**config.mk**
```make
export PLATFORM = sky130hd
export DESIGN_NAME = memwb_stage_flat
export DESIGN_NICKNAME = d
export VERILOG_FILES = /design/src/rtl/memwb_stage_pkg.sv /design/src/rtl/memwb_stage_if.sv /design/src/rtl/memwb_stage_load_align.sv /design/src/rtl/memwb_stage.sv /design/src/flat_wrapper.sv
export SDC_FILE = /design/constraint.sdc
export NUM_CORES = 1
export LEC_CHECK = 0
export CAP_MARGIN = 25
export CORE_ASPECT_RATIO = 0.6
export CORE_UTILIZATION = 45
export CTS_BUF_LIST = sky130_fd_sc_hd__clkbuf_16
export DETAILED_ROUTE_END_ITERATION = 8
export PLACE_DENSITY = 0.77
export SYNTH_ARGS = -nofsm -noshare
export SYNTH_HDL_FRONTEND = slang
export SYNTH_HIERARCHICAL = 1
export SYNTH_SLANG_ARGS = --single-unit
```
**constraint.sdc**
```tcl
create_clock -name cpu_clk_50M -period 2.4 [get_ports cpu_clk_50M]
set_input_delay 0.24 -clock cpu_clk_50M [delete_from_list [all_inputs] [get_ports cpu_clk_50M]]
set_output_delay 0.24 -clock cpu_clk_50M [all_outputs]
set_load 0.01 [all_outputs]
```
**src/rtl/memwb_stage_pkg.sv**
```systemverilog
// Shared types and constants for the MEM->WB stage: load-type encoding,
// WB pipeline register layout and datapath widths.
package memwb_stage_pkg;

  localparam int DATA_W     = 32;
  localparam int REG_ADDR_W = 5;
  localparam int INSTRET_W  = 32;
  localparam int LD_TYPE_W  = 3;

  // Codes 6 and 7 are left unnamed and behave as LD_NONE.
  typedef enum logic [LD_TYPE_W-1:0] {
    LD_NONE = 3'd0,
    LD_LB   = 3'd1,
    LD_LBU  = 3'd2,
    LD_LH   = 3'd3,
    LD_LHU  = 3'd4,
    LD_LW   = 3'd5
  } ld_type_e;

  typedef struct packed {
    logic                  vld;
    logic [REG_ADDR_W-1:0] wa;
    logic                  wreg;
    logic [DATA_W-1:0]     wd;
    logic [LD_TYPE_W-1:0]  ld_type;
  } wb_reg_t;

  function automatic logic is_load(input logic [LD_TYPE_W-1:0] t);
    return (t >= LD_LB) && (t <= LD_LW);
  endfunction

endpackage

```
**src/rtl/memwb_stage_if.sv**
```systemverilog
// MEM-side inputs, data RAM read word, WB control and regfile write port
// bundled as one interface; the stage uses the slave modport.
interface memwb_stage_if;
  import memwb_stage_pkg::*;

  logic                  mem_valid;
  logic [REG_ADDR_W-1:0] mem_wa;
  logic                  mem_wreg;
  logic [DATA_W-1:0]     mem_wd;
  logic [LD_TYPE_W-1:0]  mem_ld_type;
  logic [DATA_W-1:0]     dm_rdata;
  logic                  wb_stall;
  logic                  wb_flush;
  logic [REG_ADDR_W-1:0] wb_wa;
  logic [DATA_W-1:0]     wb_wd;
  logic                  wb_we;
  logic                  wb_ade;
  logic [INSTRET_W-1:0]  instret;

  modport master (
    output mem_valid, mem_wa, mem_wreg, mem_wd, mem_ld_type,
    output dm_rdata, wb_stall, wb_flush,
    input  wb_wa, wb_wd, wb_we, wb_ade, instret
  );

  modport slave (
    input  mem_valid, mem_wa, mem_wreg, mem_wd, mem_ld_type,
    input  dm_rdata, wb_stall, wb_flush,
    output wb_wa, wb_wd, wb_we, wb_ade, instret
  );

endinterface

```
**src/rtl/memwb_stage_load_align.sv**
```systemverilog
// Combinational load alignment: picks the addressed byte/halfword out of a
// little-endian word, extends it, and flags misaligned halfword/word loads.
module load_align
  import memwb_stage_pkg::*;
(
  input  logic [DATA_W-1:0]    i_word,
  input  logic [1:0]           i_lo,
  input  logic [LD_TYPE_W-1:0] i_ld_type,
  output logic [DATA_W-1:0]    o_data,
  output logic                 o_misaligned
);

  logic [7:0]  w_byte;
  logic [15:0] w_half;

  function automatic logic [DATA_W-1:0] ext8(input logic [7:0] b, input logic sgn);
    return sgn ? {{(DATA_W-8){b[7]}}, b} : {{(DATA_W-8){1'b0}}, b};
  endfunction

  function automatic logic [DATA_W-1:0] ext16(input logic [15:0] h, input logic sgn);
    return sgn ? {{(DATA_W-16){h[15]}}, h} : {{(DATA_W-16){1'b0}}, h};
  endfunction

  always_comb begin
    w_byte = i_word[7:0];
    case (i_lo)
      2'd1:    w_byte = i_word[15:8];
      2'd2:    w_byte = i_word[23:16];
      2'd3:    w_byte = i_word[31:24];
      default: w_byte = i_word[7:0];
    endcase
  end

  assign w_half = i_lo[1] ? i_word[31:16] : i_word[15:0];

  always_comb begin
    o_data       = i_word;
    o_misaligned = 1'b0;
    case (i_ld_type)
      LD_LB:   o_data = ext8(w_byte, 1'b1);
      LD_LBU:  o_data = ext8(w_byte, 1'b0);
      LD_LH: begin
        o_data       = ext16(w_half, 1'b1);
        o_misaligned = i_lo[0];
      end
      LD_LHU: begin
        o_data       = ext16(w_half, 1'b0);
        o_misaligned = i_lo[0];
      end
      LD_LW:   o_misaligned = (i_lo != 2'b00);
      default: o_data = i_word;
    endcase
  end

endmodule

```
**src/rtl/memwb_stage.sv**
```systemverilog
// MEM->WB pipeline register and write-back: load-data holding buffer for
// stalls, misaligned-load detection and retired-instruction counter.
module memwb_stage
  import memwb_stage_pkg::*;
#(
  // Reset value of the retire counter; zero in normal use.
  parameter logic [INSTRET_W-1:0] INSTRET_RST = '0
)(
  input  logic          cpu_clk_50M,
  input  logic          cpu_rst_n,
  memwb_stage_if.slave  bus
);

  wb_reg_t              r_wb_p1;
  logic                 r_held_p1;
  logic [DATA_W-1:0]    r_ld_buf_p1;
  logic [INSTRET_W-1:0] r_instret;

  logic                 w_is_load;
  logic                 w_hold;
  logic                 w_retire;
  logic [DATA_W-1:0]    w_src;
  logic [DATA_W-1:0]    w_ld_data;
  logic                 w_mis;
  logic                 w_ade;

  assign w_is_load = is_load(r_wb_p1.ld_type);
  // The RAM word is only valid in the first WB cycle, so a stalled load snapshots it once.
  assign w_hold    = r_wb_p1.vld & w_is_load & bus.wb_stall & ~r_held_p1 & ~bus.wb_flush;
  assign w_retire  = r_wb_p1.vld & ~bus.wb_stall & ~bus.wb_flush;

  // MEM -> WB boundary
  always_ff @(posedge cpu_clk_50M or negedge cpu_rst_n) begin
    if (!cpu_rst_n) begin
      r_wb_p1     <= '0;
      r_held_p1   <= 1'b0;
      r_ld_buf_p1 <= '0;
    end else if (bus.wb_flush) begin
      r_wb_p1.vld <= 1'b0;
      r_held_p1   <= 1'b0;
    end else if (!bus.wb_stall) begin
      r_wb_p1     <= '{vld:     bus.mem_valid,
                       wa:      bus.mem_wa,
                       wreg:    bus.mem_wreg,
                       wd:      bus.mem_wd,
                       ld_type: bus.mem_ld_type};
      r_held_p1   <= 1'b0;
    end else if (w_hold) begin
      r_ld_buf_p1 <= bus.dm_rdata;
      r_held_p1   <= 1'b1;
    end
  end

  always_ff @(posedge cpu_clk_50M or negedge cpu_rst_n) begin
    if (!cpu_rst_n) begin
      r_instret <= INSTRET_RST;
    end else if (w_retire) begin
      r_instret <= r_instret + 1'b1;
    end
  end

  assign w_src = r_held_p1 ? r_ld_buf_p1 : bus.dm_rdata;

  load_align u_load_align (
    .i_word       (w_src),
    .i_lo         (r_wb_p1.wd[1:0]),
    .i_ld_type    (r_wb_p1.ld_type),
    .o_data       (w_ld_data),
    .o_misaligned (w_mis)
  );

  assign w_ade       = r_wb_p1.vld & w_is_load & w_mis;
  assign bus.wb_ade  = w_ade;
  assign bus.wb_wa   = r_wb_p1.wa;
  assign bus.wb_wd   = w_is_load ? w_ld_data : r_wb_p1.wd;
  assign bus.wb_we   = r_wb_p1.vld & r_wb_p1.wreg & (r_wb_p1.wa != '0) & ~w_ade;
  assign bus.instret = r_instret;

endmodule
```
**src/flat_wrapper.sv**
```systemverilog
// flat-port wrapper written by rule: the top's interface ports become plain ports
module memwb_stage_flat import memwb_stage_pkg::*;
#(
                                                           
  parameter logic [INSTRET_W-1:0] INSTRET_RST = '0
)
  (cpu_clk_50M, cpu_rst_n, bus_mem_valid, bus_mem_wa, bus_mem_wreg, bus_mem_wd, bus_mem_ld_type, bus_dm_rdata, bus_wb_stall, bus_wb_flush, bus_wb_wa, bus_wb_wd, bus_wb_we, bus_wb_ade, bus_instret);
  memwb_stage_if bus_i ();
  input  logic cpu_clk_50M;
  input  logic cpu_rst_n;
  input wire logic [$bits(bus_i.mem_valid)-1:0] bus_mem_valid;
  input wire logic [$bits(bus_i.mem_wa)-1:0] bus_mem_wa;
  input wire logic [$bits(bus_i.mem_wreg)-1:0] bus_mem_wreg;
  input wire logic [$bits(bus_i.mem_wd)-1:0] bus_mem_wd;
  input wire logic [$bits(bus_i.mem_ld_type)-1:0] bus_mem_ld_type;
  input wire logic [$bits(bus_i.dm_rdata)-1:0] bus_dm_rdata;
  input wire logic [$bits(bus_i.wb_stall)-1:0] bus_wb_stall;
  input wire logic [$bits(bus_i.wb_flush)-1:0] bus_wb_flush;
  output wire logic [$bits(bus_i.wb_wa)-1:0] bus_wb_wa;
  output wire logic [$bits(bus_i.wb_wd)-1:0] bus_wb_wd;
  output wire logic [$bits(bus_i.wb_we)-1:0] bus_wb_we;
  output wire logic [$bits(bus_i.wb_ade)-1:0] bus_wb_ade;
  output wire logic [$bits(bus_i.instret)-1:0] bus_instret;
  assign bus_i.mem_valid = bus_mem_valid;
  assign bus_i.mem_wa = bus_mem_wa;
  assign bus_i.mem_wreg = bus_mem_wreg;
  assign bus_i.mem_wd = bus_mem_wd;
  assign bus_i.mem_ld_type = bus_mem_ld_type;
  assign bus_i.dm_rdata = bus_dm_rdata;
  assign bus_i.wb_stall = bus_wb_stall;
  assign bus_i.wb_flush = bus_wb_flush;
  assign bus_wb_wa = bus_i.wb_wa;
  assign bus_wb_wd = bus_i.wb_wd;
  assign bus_wb_we = bus_i.wb_we;
  assign bus_wb_ade = bus_i.wb_ade;
  assign bus_instret = bus_i.instret;
  memwb_stage #(.INSTRET_RST(INSTRET_RST)) u_core (.cpu_clk_50M(cpu_clk_50M), .cpu_rst_n(cpu_rst_n), .bus(bus_i));
endmodule
```
==> impl.org, run 1 <==
** Timing
- Hold Fails Final Rpt :: 0
- Period Utilization, post-route :: 1.253
- Final setup fails :: 32
- Clock Skew :: 6.913 ps
- Fmax achieved :: ~0.33 GHz
- Unrepaired setup endpoints after global routing :: true
- Worst Max-Slew Pin Slew :: 710.2 ps
- Setup slack on the critical path of the routed design comes to -606.3 ps.
- Total count of max-transition violations in the final report :: 0
- Final critical delay including setup and external delays :: 3006 ps
- Worst slew margin relative to its limit :: 0.5262

** Floorplan
- Total number of placement rows :: 32
- From left edge to right edge, the die measures 152.1 µm.
- Initial Util :: 0.4672
- The region available for standard cell placement spans ~0.013 mm².
- Number of placed I/O pins :: between 100 and 150
- Die area :: around 0.014 mm²
- Die Ht :: 92.04 µm

** Synthesis
- Post-Synthesis Cell Area :: between 0.006 and 0.007 mm²
- The number of nets handed over by synthesis was 562.
- Top FF cell, synth :: dfrtp_1
- Averaged over all synthesized cells, the footprint is between 10 and 15 µm².
- In the synthesized netlist, the number of instances is 483.
- Number of warnings reported in the yosys synthesis log :: 6
- Of the post-synthesis cell area, the dominant cell type holds 0.4404.
- Of the synthesized area, sequential elements account for 0.4404.
- Number of synthesized flops with an enable pin :: 0
- Leading cell types by total area after synthesis :: dfrtp_1 (44%), mux2_2 (20%), mux2_1 (5.6%)
- The synthesized design contains 107 register bits.
- Largest area contributor in the netlist :: dfrtp_1
- Counting flops with an async set or reset pin after synthesis yields a share of 1.000.
- Yosys mapped the design onto 56 distinct sky130hd cell types.

** Run status
- Result of the run :: finished with violations
- Violated checks :: design-rule violations, negative setup slack

** Finish
- In the final layout, the share of cells above drive strength 1 is 0.4071.
- After the last flow step, the layout net total stands at 774.
- Most common cell after layout, fill and taps aside :: clkdlybuf4s50_1
- Growth of design area from synthesis to finish :: 48.55%
- Top library cells by usage in the layout, fill and taps aside :: clkdlybuf4s50_1 (113), dfrtp_1 (103), buf_4 (70)
- The repair_antennas step left the layout with diodes totalling 0.
- After routing the design area is 0.009031 mm².

** Placed design
- The count of buffers added on input and output ports is 148.
- In this run the cell area measured after placement is 0.008193 mm².
- The wire-length estimate of the detail-placed layout is 12.84 mm.
- The congestion estimate from routability-driven global placement came to a little over 0.9.
- At the placement stage, the worst setup path has a slack of -529.9 ps.

** Setup path
- In this run the critical register-to-register path is captured at u_core/r_ld_buf_p1[20].
- Maximum fanout along the worst path :: 6
- In this run the register-to-register setup slack is 360 ps.
- Walking the worst path, the cells encountered are buf_12 > buf_8 > buf_16 > mux2_4 > mux4_2 > nor2b_4 > a221o_1 > mux2_4 > buf_6.
- The largest single stage delay on the critical path is between 400 and 500 ps.
- Kind of end point of the critical path :: primary output
- The critical path is of the reg -> out type.
- Type of element launching the critical path :: register
- For this design, the slowest cell found on the critical path is mux4_2.
- CP arrival :: 2770 ps
- Data on the critical path is required at its endpoint by 2160 ps.
- Cell mode on critical path :: mux2_4
- For the worst flop-to-flop path, the logic depth is 6.
- In this run the worst setup path begins at u_core/r_held_p1.
- Reg-to-reg critical path startpoint :: u_core/r_wb_p1[1]
- Gate family responsible for the most delay along the worst path :: multiplexers
- The number of buffers and inverters on the critical path is 4.

** Route
- For this block, the initial DRC count from the detailed router was roughly 440.
- Per-cell routed wire length :: about 21 µm
- The first TritonRoute pass finished after 7 iterations.
- Drt total wl :: 18.33 mm
- For this run, design rule violations remaining after detail routing come to 16.
- Via total after detailed routing :: 4952
- In this run the remaining antenna-violating nets after routing total 0.
- Using the TritonRoute via totals, the vias-per-cell ratio works out to 5.692.

** Power
- Static power due to leakage :: roughly 4.1 nW
- Power per Cell Area :: approximately 700 mW/mm²
- VDD sags by at most 0.4824 mV.

** Global route
- For this run, global-route usage on met1 was measured as 0.3994.
- Global-route wire length before repair :: 28.67 mm
- For this run, global-route usage on met3 was measured as 0.07325.
- The number of global-route vias before repair is 5026.
- The layer flagged by global routing as most heavily used is met1.
- Maximum number of pins on one net before global-route repair :: 46
- Summed over all layers, the global routing overflow is 0.
- Fraction of met2 tracks used by global routing :: 0.3951
- Combined global-route utilization of all metal layers :: 0.2698
- The number of antenna violations at the first check in global routing is 0.

** Clock tree
- Clock tree synthesis selected as its root buffer the cell clkbuf_16.
- Clock insertion delay at the later pin of the skew report :: 350 ps
- Maximum clock path buffer count :: 2
- Clock buffers created by TritonCTS :: 9
- Htree depth :: 3
- TritonCTS clock tree :: yes
- The clock net in this run drives a total of 107 sinks.
- Register clock-pin slew on the reported worst setup and hold paths :: around 70 ps

** Min path
- Path category of the worst min-delay check :: in -> async

** Job
- Max-cap check violation count :: 0
cells in the mapped netlist (all sizes together) (12+ instances only):
cell    number
a21o        17
a221o       15
buf         20
clkbuf      15
dfrtp      107
mux2       140
nand2       13
nor2        14
nor3        13
xnor2       12
xor2        21
routing by layer:
| metal | vias up | part of all wire |
|---|---|---|
| li1 | 2215 | - |
| met1 | 2510 | 0.48 |
| met2 | 208 | 0.43 |
| met3 | 19 | 0.084 |
| met4 | 0 | 0.0097 |
| met5 | - | 0 |
logic make-up (layout without fill, tap and decap cells):
| family | count (synthesis) | after routing | share of synthesized area |
|---|---|---|---|
| adders and majority gates | 1 | 1 | 0.002058 |
| muxes | 150 | 150 | 0.2902 |
| AOI/OAI and AO/OA | 59 | 61 | 0.08438 |
| xor gates and xnor gates | 33 | 33 | 0.04754 |
| buffers and inverters | 41 | 256 | 0.03663 |
| DFF | 107 | 107 | 0.4404 |
| and+or+nand+nor | 92 | 92 | 0.09879 |
repair_timing:
| item | CTS | global route |
|---|---|---|
| resized for setup | 203 | 25 |
| gates cloned | 4 | 1 |
| hold buffers | 1 | 0 |
| hold endpoints to repair | 40 | 0 |
| endpoints found under the setup margin | 34 | 32 |
| pin swaps | 2 | 3 |
| buffers inserted | 9 | 8 |
registers in the layout (all words and copies together), names as in the netlist:
register and cells:
u_core/r_held_p1 1, u_core/r_ld_buf_p1 32, u_core/r_wb_p1 37, u_core/bus.instret 32
u_core/bus.wb_wa 5
report_power, final:
group	internal [W]	total, W	leakage (nW)	switching, W
logic	0.00147	0.00246	2.65	0.000996
registers	0.00212	0.00235	1.31	0.000227
clock network	0.000827	0.00155	0.145	0.000723
worst reg2reg max path, delay by kind of cell (launching register included):
kind | cells | cell delay [ps]
and+or+nand+nor | 2 | 510
muxes | 1 | 400
buffers and inverters | 2 | 430
DFF | 1 | 490
AOI/OAI and AO/OA | 1 | 90
final cells by class:
class	count	area [µm²]
clock buffers	9	225.2
clock inverters	7	82.58
fillers	905	3981
inverters	6	22.52
multi-input cells	337	3472
flip-flops and latches	107	2683
well taps	170	212.7
repair buffers	234	2333
metrics by stage:
step / hold WS (ps) / utilization / setup TNS [ps] / power, W / cells
3_3_place_gp: 256.9 / 0.6275 / -18350 / 0.004384 / 831
5_1_grt: 452.7 / 0.6940 / -18790 / 0.006645 / 870
2_1_floorplan: -55.59 / - / 0 / 0.003442 / 483
6_report: 401.5 / 0.6940 / -17340 / 0.006361 / 870
4_1_cts: 425.4 / 0.6840 / -14060 / 0.006312 / 862
3_5_place_dp: 272.8 / 0.6296 / -15370 / 0.004477 / 832
how the worst max path moves through the flow:
stage / to / slack (ps) / cells after the start
floorplan: bus_wb_wd[16] / 10 / 9
global placement: bus_wb_wd[24] / -470 / 8
detailed placement: bus_wb_wd[24] / -530 / 8
CTS: bus_wb_wd[6] / -590 / 7
global route: bus_wb_wd[3] / -660 / 9
finish: bus_wb_wd[4] / -610 / 9
Power figures use the tool's default switching activity.
==> inputs of run 2 (changes only) <==
--- a/config.mk
+++ b/config.mk
@@ -7,10 +7,11 @@
 export LEC_CHECK = 0
 export CAP_MARGIN = 25
 export CORE_ASPECT_RATIO = 0.6
-export CORE_UTILIZATION = 45
+export CORE_UTILIZATION = 40
 export CTS_BUF_LIST = sky130_fd_sc_hd__clkbuf_16
 export DETAILED_ROUTE_END_ITERATION = 8
-export PLACE_DENSITY = 0.77
+export GPL_TIMING_DRIVEN = 0
+export PLACE_DENSITY_LB_ADDON = 0.15
 export SYNTH_ARGS = -nofsm -noshare
 export SYNTH_HDL_FRONTEND = slang
 export SYNTH_HIERARCHICAL = 1
==> run 2 against run 1 <==
The run ends with negative setup slack left. Sequential power barely moved. Global-route usage decreased by 3.7 points. Sequential share of layout area is 0.78 points higher. Die area grew 12%.
==> impl.org, run 2 (synthesized netlist as in run 1, its figures left out) <==
** Finish
- Multi-input logic area :: 0.003443 mm² (-0.83%)
- Relative to the synthesized area, the layout overhead comes to 44.54%.
- The core utilization of the finished layout is 0.5987 (-0.09532).
- In the layout the commonest cells are clkdlybuf4s50_1 (113), dfrtp_1 (106), mux2_2 (57).
- Top reg by flops :: u_core/r_wb_p1
- The register area came to 0.002679 mm² (-0.14%).
- The net count reported at finish came to 752 (-2.8%).
- Final standard cell area without fillers :: 0.008787 mm² (-2.7%)
- Leaving out fill and tap cells, the most frequent cell in the layout is clkdlybuf4s50_1.
- Fraction of layout cells with a size suffix above 1 :: 0.3643 (-0.04284)
- The fill cell total of the finished layout was 1183 (+31%).
- The number of diodes added for antenna fixing is 0 (unchanged).
- The number of flip-flops under the largest register name was 37 (unchanged).

** Placed design
- The count of input and output buffers is 148 (unchanged).
- The placed wire-length estimate after detailed placement is 12.61 mm (-1.8%).
- The placed standard-cell area is 0.007863 mm² (-4.0%).
- The routability congestion estimate from global placement is 0.8643 (-5.0%).

** Route
- The total DRC errors in the routed layout is 0 (-16).
- Per-cell routed wire length :: 20.17 µm (-4.3%)
- The number of iterations in the first detailed-routing pass is 5 (-2).
- Number of nets still failing antenna checks after routing :: 0 (unchanged)
- The total length of routed wires came to 17.67 mm (-3.6%).
- Via total after detailed routing :: 4756 (-4.0%)
- The starting DRC count in detailed routing is 346 (-21%).
- Vias per cell :: 5.429 (-4.6%)

** Global route
- Global route overflow :: 0 (unchanged)
- Maximum number of pins on one net before global-route repair :: 69 (+50%)
- Number of antenna violations at the first check in global routing :: 0 (unchanged)
- Combined global-route utilization of all metal layers :: 0.2333 (-0.03651)
- The number of global-route vias before repair is 4811 (-4.3%).
- Global-route wire length before repair :: 27.90 mm (-2.7%)

** Setup path
- The largest driver fanout on the critical path came to 8 (+2).
- The setup slack of the worst register-to-register path is 300 ps (-60 ps).
- STA classifies the critical path endpoint as a primary output.
- The critical path in this run is classified as reg -> out.
- The cell depth of the worst flop-to-flop path was 4 (-2).
- The data arrival time at the worst-slack endpoint is 2740 ps (-30 ps).
- Required time of the critical path :: 2160 ps (about the same)
- Type of element launching the critical path :: register

** Floorplan
- The number of rows in the core area was 34 (+6.3%).
- The floorplan die area is 0.01571 mm² (+12%).
- Die Ht :: 97.50 µm (+5.9%)
- The overall die width was 161.2 µm (+6.0%).
- The placeable core region was 0.01468 mm² (+13%).
- Initial Util :: 0.4142 (-0.05297)
- The number of primary I/O pins came to 149 (unchanged).

** Clock tree
- The clock sink total came to 107 (unchanged).
- Maximum clock path buffer count :: 2 (unchanged)
- The clock input transition at the sequential cells of the worst setup and hold paths is 70 ps (about the same).
- The number of clock buffers inserted by TritonCTS is 9 (unchanged).
- The number of H-tree levels was 3 (unchanged).
- The tree is rooted in a clkbuf_16.
- Clock insertion delay at the later pin of the skew report :: 350 ps (about the same)
- TritonCTS clock tree :: yes

** Timing
- The ratio of final minimum period to clock period was 1.241 (-0.01194).
- The measured slew at the worst slew-check pin is 838.0 ps (+127.8 ps).
- Unrepaired setup endpoints after global routing :: true
- Hold Fails Final Rpt :: 0 (unchanged)
- Final critical delay including setup and external delays :: 2978 ps (-28.64 ps)
- The number of pins exceeding their max-slew limit in the final report was 0 (unchanged).
- The relative max-transition margin is 0.4413 (-0.08480).
- The final critical-path setup slack came to -577.7 ps (+28.64 ps).
- The final clock skew is 6.585 ps (-0.3284 ps).
- Final setup fails :: 32 (unchanged)
- Fmax achieved :: 0.3358 GHz (+0.96%)

** Run status
- The flow ran to the end, but the final reports show violations.
- The final reports fail on negative setup slack.

** Job
- Max-cap check violation count :: 0 (unchanged)

** Power
- The highest ir drop seen on vdd is 0.4121 mV (-15%).
- Static power due to leakage :: 3.950 nW (-3.9%)
- The power density normalized to cell area was 686.1 mW/mm² (-2.6%).

** Min path
- The worst hold path belongs to the class in -> async.
## run 2: where the power goes
group / switching (W) / total [W] / internal, W
Clock: 0.000679 / 0.00138 / 0.000703
Combinational: 0.000945 / 0.00233 / 0.00138
Sequential: 0.000201 / 0.00232 / 0.00212
Total: 0.00183 / 0.00603 / 0.00420
## run 2: critical path, cell delays in order (launching register included)
cell and delay (ps):
dfrtp_1 390, buf_8 160, clkbuf_16 160, mux2_4 330
mux2i_4 230, buf_6 130, o22ai_2 80, o21bai_1 170
a221o_1 310, mux2_4 280, buf_6 120
## run 2: final timing paths
| path | startpoint | endpoint |
|---|---|---|
| worst max register to register | u_core/r_wb_p1[1] | u_core/r_ld_buf_p1[27] |
| worst min register to register | u_core/bus.instret[31] | u_core/bus.instret[31] |
| worst max-delay path | u_core/r_held_p1 | bus_wb_wd[12] |
| worst min-delay path | cpu_rst_n | u_core/bus.instret[31] |
| min in group cpu_clk_50M | u_core/bus.instret[31] | u_core/bus.instret[31] |
| max in group asynchronous | cpu_rst_n | u_core/r_ld_buf_p1[21] |
## run 2: timing repair
action / 4_1_cts / 5_1_grt
setup endpoints to repair: 34 / 34
endpoints found under the hold margin: 39 / 0
hold buffers: 1 / 0
pin swaps: 3 / 2
setup buffers: 25 / 0
gates resized for setup: 240 / 6
cloned: 5 / 0
## run 2: layout make-up
type	count	share of cell area
Sequential cell	107	0.3049
Tap cell	198	0.02819
Multi-Input combinational cell	336	0.3919
Clock buffer	9	0.02563
Buffer	34	0.03204
Timing Repair Buffer	179	0.2097
Inverter	6	0.002563
Clock inverter	7	0.005126
## run 2: routing by layer
layer  global-route usage  wire [µm]
met1               0.3598       8935
met2               0.3180       6966
met3              0.06658       1615
met4              0.04644        154
met5                    0          0
## run 2: metrics by stage
stage               total power, W  setup slack, ps  std cells  TNS, ps  hold WS (ps)
finish                    0.006029           -577.7        876   -16610         410.9
global route              0.006337           -676.5        876   -18970         478.3
CTS                       0.006063           -574.2        877   -16720         423.5
detailed placement        0.004346           -731.0        830   -22000         259.8
global placement          0.004290            -3077        829  -348070         458.1
floorplan                 0.003442            9.980        483        0        -55.59
